==> src/rtl/hht_pkg.sv <==
// Shared constants and state type for the HHT gather engine.
// The optional bounds check is enabled with HHT_BOUNDS_CHECK_EN (see hht_gather_ctrl).
package hht_pkg;

    localparam logic [4:0] REG_COL_BASE = 5'd6;
    localparam logic [4:0] REG_VAL_BASE = 5'd8;
    localparam logic [4:0] REG_ROW_BASE = 5'd15;
    localparam logic [4:0] REG_MAT_BASE = 5'd9;

    typedef enum logic [1:0] {
        BASE_A,
        BASE_B,
        RUN,
        DONE
    } hht_state_e;

endpackage

==> src/rtl/hht_buf.sv <==
// Circular FIFO holding gathered vector values until the CPU pops them.
// Storage is exposed as 'val' so the CPU data mux can read the head entry.
module hht_buf #(
    parameter  int DEPTH = 9,
    parameter  int WIDTH = 32,
    localparam int PTR_W = (DEPTH > 1) ? $clog2(DEPTH) : 1,
    localparam int CNT_W = $clog2(DEPTH + 1)
) (
    input  logic             clk,
    input  logic             rst_n,
    input  logic             push,
    input  logic [WIDTH-1:0] push_data,
    input  logic             pop,
    output logic [CNT_W-1:0] count,
    output logic [PTR_W-1:0] head
);

    logic [WIDTH-1:0] val [0:DEPTH-1];

    logic [PTR_W-1:0] head_q, head_d;
    logic [PTR_W-1:0] tail_q, tail_d;
    logic [CNT_W-1:0] count_q, count_d;
    logic             push_ok;
    logic             pop_ok;

    function automatic logic [PTR_W-1:0] next_ptr(input logic [PTR_W-1:0] p);
        if (p == PTR_W'(DEPTH - 1)) begin
            return '0;
        end
        return p + PTR_W'(1);
    endfunction

    always_comb begin
        push_ok = push && (count_q != CNT_W'(DEPTH));
        pop_ok  = pop && (count_q != '0);
        head_d  = pop_ok ? next_ptr(head_q) : head_q;
        tail_d  = push_ok ? next_ptr(tail_q) : tail_q;
        count_d = count_q;
        if (push_ok && !pop_ok) begin
            count_d = count_q + CNT_W'(1);
        end else if (pop_ok && !push_ok) begin
            count_d = count_q - CNT_W'(1);
        end
    end

    always_ff @(posedge clk or negedge rst_n) begin
        if (!rst_n) begin
            head_q  <= '0;
            tail_q  <= '0;
            count_q <= '0;
        end else begin
            head_q  <= head_d;
            tail_q  <= tail_d;
            count_q <= count_d;
        end
    end

    // Contents need no reset: clearing count already discards them.
    always_ff @(posedge clk) begin
        if (push_ok) begin
            val[tail_q] <= push_data;
        end
    end

    assign count = count_q;
    assign head  = head_q;

endmodule

==> src/rtl/hht_gather_ctrl.sv <==
// HHT gather engine: streams column indices, gathers vector values into a FIFO for the CPU.
// Optional macro HHT_BOUNDS_CHECK_EN: indices >= VEC_LEN push 0 without a vector access.
module hht_gather_ctrl
    import hht_pkg::*;
#(
    parameter int BUF_DEPTH     = 9,
    parameter int HHT_PORT_ADDR = 126,
    parameter int VEC_LEN       = 16
) (
    input  logic        Clk,
    input  logic        Rst,
    input  logic [31:0] base_dat_a,
    input  logic [31:0] base_dat_b,
    output logic [31:0] addr1,
    output logic [31:0] addr2,
    input  logic [31:0] dataIn1,
    input  logic [31:0] dataIn2,
    input  logic        RD,
    input  logic [31:0] csize,
    input  logic [31:0] cpu_addr,
    output logic        hht,
    output logic [4:0]  regaddr1,
    output logic [4:0]  regaddr2,
    output logic [4:0]  rdata,
    output logic [4:0]  adata
);

    localparam int PTR_W = (BUF_DEPTH > 1) ? $clog2(BUF_DEPTH) : 1;
    localparam int CNT_W = $clog2(BUF_DEPTH + 1);

    hht_state_e state_q, state_d;

    logic [31:0] col_base_q;
    logic [31:0] row_base_q;
    logic [31:0] v_base_q;
    logic [31:0] mat_base_q;
    logic [31:0] n_q;
    logic [31:0] issued_q;
    logic [31:0] col_reg_q;
    logic        s2_valid_q;

    logic [CNT_W-1:0] fifo_count;
    logic [PTR_W-1:0] fifo_head;
    logic [31:0]      occupancy;
    logic [31:0]      push_data;
    logic             pop;
    logic             issue;
    logic             push;
    logic             in_bounds;
    logic             unused_reserved;

    hht_buf #(
        .DEPTH (BUF_DEPTH),
        .WIDTH (32)
    ) u_buf (
        .clk       (Clk),
        .rst_n     (Rst),
        .push      (push),
        .push_data (push_data),
        .pop       (pop),
        .count     (fifo_count),
        .head      (fifo_head)
    );

`ifdef HHT_BOUNDS_CHECK_EN
    assign in_bounds = (col_reg_q < 32'(VEC_LEN));
`else
    assign in_bounds = 1'b1;
`endif

    // row/mat bases are captured for future kernels but not consumed here.
    assign unused_reserved = ^{row_base_q, mat_base_q, 32'(VEC_LEN)};

    // Slot accounting counts the in-flight stage-2 element; a same-cycle pop frees one.
    always_comb begin
        pop       = RD && (cpu_addr == 32'(HHT_PORT_ADDR)) && hht;
        occupancy = 32'(fifo_count) + 32'(s2_valid_q);
        issue     = (state_q == RUN) && (issued_q < n_q)
                    && (occupancy < (32'(BUF_DEPTH) + 32'(pop)));
        push      = (state_q == RUN) && s2_valid_q;
        addr1     = issue ? (col_base_q + issued_q) : 32'd0;
        addr2     = (push && in_bounds) ? (v_base_q + col_reg_q) : 32'd0;
        push_data = in_bounds ? dataIn2 : 32'd0;
    end

    assign hht   = (fifo_count != '0);
    assign rdata = 5'(fifo_count);
    assign adata = 5'(fifo_head);

    always_comb begin
        state_d  = state_q;
        regaddr1 = REG_COL_BASE;
        regaddr2 = REG_ROW_BASE;
        case (state_q)
            BASE_A: begin
                state_d = BASE_B;
            end
            BASE_B: begin
                regaddr1 = REG_VAL_BASE;
                regaddr2 = REG_MAT_BASE;
                state_d  = (n_q == 32'd0) ? DONE : RUN;
            end
            RUN: begin
                if ((issued_q == n_q) && !s2_valid_q) begin
                    state_d = DONE;
                end
            end
            DONE: begin
                state_d = DONE;
            end
            default: begin
                state_d = BASE_A;
            end
        endcase
    end

    always_ff @(posedge Clk or negedge Rst) begin
        if (!Rst) begin
            state_q <= BASE_A;
        end else begin
            state_q <= state_d;
        end
    end

    always_ff @(posedge Clk or negedge Rst) begin
        if (!Rst) begin
            col_base_q <= '0;
            row_base_q <= '0;
            v_base_q   <= '0;
            mat_base_q <= '0;
            n_q        <= '0;
            issued_q   <= '0;
            col_reg_q  <= '0;
            s2_valid_q <= 1'b0;
        end else begin
            if (state_q == BASE_A) begin
                col_base_q <= base_dat_a;
                row_base_q <= base_dat_b;
                n_q        <= csize;
            end
            if (state_q == BASE_B) begin
                v_base_q   <= base_dat_a;
                mat_base_q <= base_dat_b;
            end
            s2_valid_q <= issue;
            if (issue) begin
                col_reg_q <= dataIn1;
                issued_q  <= issued_q + 32'd1;
            end
        end
    end

endmodule

==> config.mk <==
export PLATFORM = sky130hd
export DESIGN_NAME = hht_gather_ctrl
export DESIGN_NICKNAME = d
export VERILOG_FILES = /design/src/rtl/hht_pkg.sv /design/src/rtl/hht_buf.sv /design/src/rtl/hht_gather_ctrl.sv
export SDC_FILE = /design/constraint.sdc
export NUM_CORES = 1
export LEC_CHECK = 0
export ABC_AREA = 1
export CAP_MARGIN = 25
export CORE_MARGIN = 5
export CORE_UTILIZATION = 40
export DETAILED_ROUTE_END_ITERATION = 12
export DONT_BUFFER_PORTS = 1
export SLEW_MARGIN = 0
export SYNTH_ARGS = -nofsm -noshare
export SYNTH_HDL_FRONTEND = slang
export SYNTH_SLANG_ARGS = --single-unit
==> constraint.sdc <==
create_clock -name Clk -period 4.25 [get_ports Clk]
set_input_delay 0.425 -clock Clk [delete_from_list [all_inputs] [get_ports Clk]]
set_output_delay 0.425 -clock Clk [all_outputs]
set_load 0.005 [all_outputs]
==> results.py, run 1 <==
metrics = {
    "status": {
        "status": "finished, violations left",
        "failed_checks": "hold timing",
    },
    "global_routing": {
        "antenna_found_initial": 2,
        "grt_pass1_vias": 11740,
        "overflow": 0,
        "grt_first_pass_wirelength_um": 62300,
        "grt_max_degree": 172,
        "grt_usage_pct": 21.6,
    },
    "route": {
        "avgRoutedWirePerCell_um": 16.5,
        "first_iter_violations": 830,
        "ant_nets": 0,
        "drt-vias-per-instance": 5.07,
        "route.vias.total": 12239,
        "post-route-drc-count": 0,
        "wirelength_um": 39900,
        "firstDrtPassIters": 5,
    },
    "layout": {
        "drive_gt1_share_pct": 3.09,
        "finalInstanceArea_um2": 14000,
        "area_delta_synth_final_pct": 6.72,
        "nNetsFinal": 2260,
        "nFillCells": 3512,
    },
    "sta": {
        "hold_viol_final": 171,
        "clock-skew-final_ns": 0.0198,
        "setup_viol": 0,
        "rsz0062_at_grt": "no",
        "slew_violations": 0,
        "fin_crit_sh_pct": 86.3,
        "achievable-frequency_ghz": 0.273,
        "worst_pin_slew_ns": 0.829,
        "fin_hold_ws_ns": -0.319,
        "fin_tns_setup_ns": 0,
        "relSlewSlack_pct": 44.6,
        "fin_crit_ns": 3.67,
    },
    "synth": {
        "synth_seq_cells": 171,
        "yosys.area.top_type_share_pct": 32.5,
        "yosysTopAreaCell": "dfrtp_1",
        "yosysSeqAreaShare_pct": 32.5,
        "ys_top_cells_by_area": "dfrtp_1 33%, nand2_1 19%, ha_1 9.8%, inv_1 7.2%, nor2_1 5.7%",
        "syn_avg_cell_area_um2": 6.63,
        "synth.most_common_cell": "nand2_1",
        "yosysWarnings": 0,
        "synthCells": 1984,
        "synth_ff_type": "dfrtp_1",
        "ys_top_cells_by_count": "661 x nand2_1, 251 x inv_1, 200 x nor2_1",
        "synth.distinct_cells": 41,
        "synth-edff-count": 0,
        "syn-cell-area_um2": 13200,
        "synth_async_sr_flop_share_pct": 100,
    },
    "clocking": {
        "clk_latency_ns": 0.44,
        "cts.sinks": 171,
        "cts_tree": "yes",
        "clk_transition_reported_paths_ns": 0.07,
        "ctsResizeCount": 0,
        "clock_path_buffers": 2,
        "h-tree-depth": 4,
        "clockRootBuffer": "clkbuf_16",
        "cts_buffers": 17,
        "post-cts-setup-buffers": 0,
    },
    "critical_path": {
        "cp.required_ns": 3.83,
        "crit_top_cell": "nor2_1",
        "start_kind": "flip-flop",
        "path_buf_inv": 2,
        "worst-path-stages": 12,
        "reg2reg_depth": 10,
        "max_stage_delay_ns": 0.52,
        "slowest_stage": "dfrtp_1",
        "end_kind": "primary output",
        "cp.arrival_ns": 3.24,
        "crit_fanout": 56,
        "cp_top_family": "simple AND/OR/NAND/NOR gates",
        "crit_type": "flip-flop to primary output",
        "crit_path_cell_trace": "inv_1 -> nand2_1 -> nor2_1 -> nor2_1 -> nand2_1 -> nor2_1 -> inv_1 -> ha_1 -> nor3b_2 -> a21oi_4 -> nand2_4 -> nor2_1",
    },
    "floorplan": {
        "die_y_um": 191,
        "initial_utilization_pct": 40.4,
        "pin_count": 280,
        "die_x_um": 191,
        "rows": 66,
        "die_area_um2": 36600,
        "coreArea_um2": 32500,
    },
    "placed_design": {
        "hpwl_um": 32000,
        "place_area_um2": 13500,
        "gp_congestion": 0.933,
        "place.port_buffers": 0,
    },
    "power_and_ir_drop": {
        "p_sw_uw": 2150,
        "swShare_pct": 39.9,
        "seq_power_share_pct": 36.5,
        "p_int_uw": 3240,
        "ir_drop_v": 0.000297,
        "p_leak_uw": 0.00750,
        "p_comb_share_pct": 35.2,
        "powerDensity_nw_per_um2": 384,
        "clkPwrFrac_pct": 28.3,
    },
    "run": {
        "maxCapViolCount": 0,
    },
    "min_path": {
        "hp-class": "primary input to async pin",
    },
}
[worst paths after layout]
path,from,end,slack [ns]
max,u_buf.count[1]$_DFFE_PN0P_,addr1[0],0.58
min,Rst,issued_q[23]$_DFFE_PN0P_,-0.32
max reg2reg,issued_q[23]$_DFFE_PN0P_,issued_q[13]$_DFFE_PN0P_,1.08
min reg2reg,col_reg_q[27]$_DFFE_PN0P_,col_reg_q[27]$_DFFE_PN0P_,0.48
max in group asynchronous,Rst,v_base_q[27]$_DFFE_PN0P_,4.13
min in group Clk,csize[6],n_q[6]$_DFFE_PN0N_,0.10
[cell families (layout without fill, tap and decap cells)]
| family | Yosys count | count (layout) | share of synthesized area, % |
|---|---|---|---|
| other | 2 | 8 | 0.0571 |
| adders and majority gates | 106 | 106 | 10.3 |
| DFF | 171 | 171 | 32.5 |
| buffers and inverters | 311 | 294 | 9.73 |
| xor gates and xnor gates | 51 | 51 | 3.40 |
| and+or+nand+nor | 1082 | 1082 | 33.7 |
| AOI/OAI and AO/OA | 261 | 261 | 10.3 |
[power groups by stage]
| stage | Clock [uW] | Combinational (uW) | Sequential, uW |
|---|---|---|---|
| detailed placement | 0 | 1880 | 2000 |
| CTS | 1560 | 1890 | 1970 |
| global placement | 0 | 1870 | 1990 |
| floorplan | 0 | 1440 | 1950 |
| finish | 1530 | 1900 | 1970 |
| global route | 1620 | 2180 | 1990 |
[state kept, by name (all words and copies together) (netlist names)]
signal / count
state_q: 2
col_reg_q: 32
u_buf.count: 4
v_base_q: 32
col_base_q: 32
u_buf.head: 4
issued_q: 32
s2_valid_q: 1
n_q: 32
[cells in the final DEF, fill, tap and decap left out, types with 9 or more instances in the layout]
cell type / synthesis / layout
nand2_1: 661 / 661
inv_1: 251 / 250
nor2_1: 200 / 199
dfrtp_1: 171 / 171
o21ai_0: 148 / 148
nand3_1: 132 / 132
ha_1: 103 / 103
a21oi_1: 97 / 97
nor3_1: 32 / 32
xnor2_1: 29 / 29
xor2_1: 22 / 22
nand4_1: 19 / 19
clkbuf_16: 0 / 17
nand3b_1: 10 / 10
nor4_1: 9 / 9
nor2_2: 9 / 9
[layer usage]
layer  vias up  wire [um]  track usage [%]
met5         -         13                0
met4         2       1010             6.77
li1       6271          -                -
met3        49       1780             3.10
met2       304      18100             35.0
met1      5613      19000             30.0
[final cells by class]
cell class,instances,area [um^2],share of cell area (%)
Tap cell,442,553,3.94
Multi-Input combinational cell,1507,7630,54.4
Timing Repair Buffer,7,52.6,0.374
Sequential cell,171,4280,30.5
Clock buffer,19,433,3.08
Clock inverter,13,128,0.909
Inverter,255,957,6.82
Antenna cell,1,2.50,0.0178
[stage by stage]
stage / total power, uW / worst slack, ns / hold slack (ns) / std cells / util, %
after floorplan: 3390 / 1.61 / 0.129 / 1989 / -
after global placement: 3860 / 0.993 / 0.138 / 2382 / 41.4
after detailed placement: 3870 / 0.927 / 0.138 / 2382 / 41.4
after CTS: 5410 / 0.501 / -0.339 / 2414 / 43.1
after global routing: 5790 / 0.288 / -0.350 / 2415 / 43.2
final: 5390 / 0.583 / -0.319 / 2415 / 43.2
(Power assumes the default switching activity.)
==> inputs of run 2 (changes only) <==
Settings changed: SKIP_LAST_GASP set to 1.
==> results of run 2 <==
The final DEF is identical to that of run 1; final timing and power are the same.
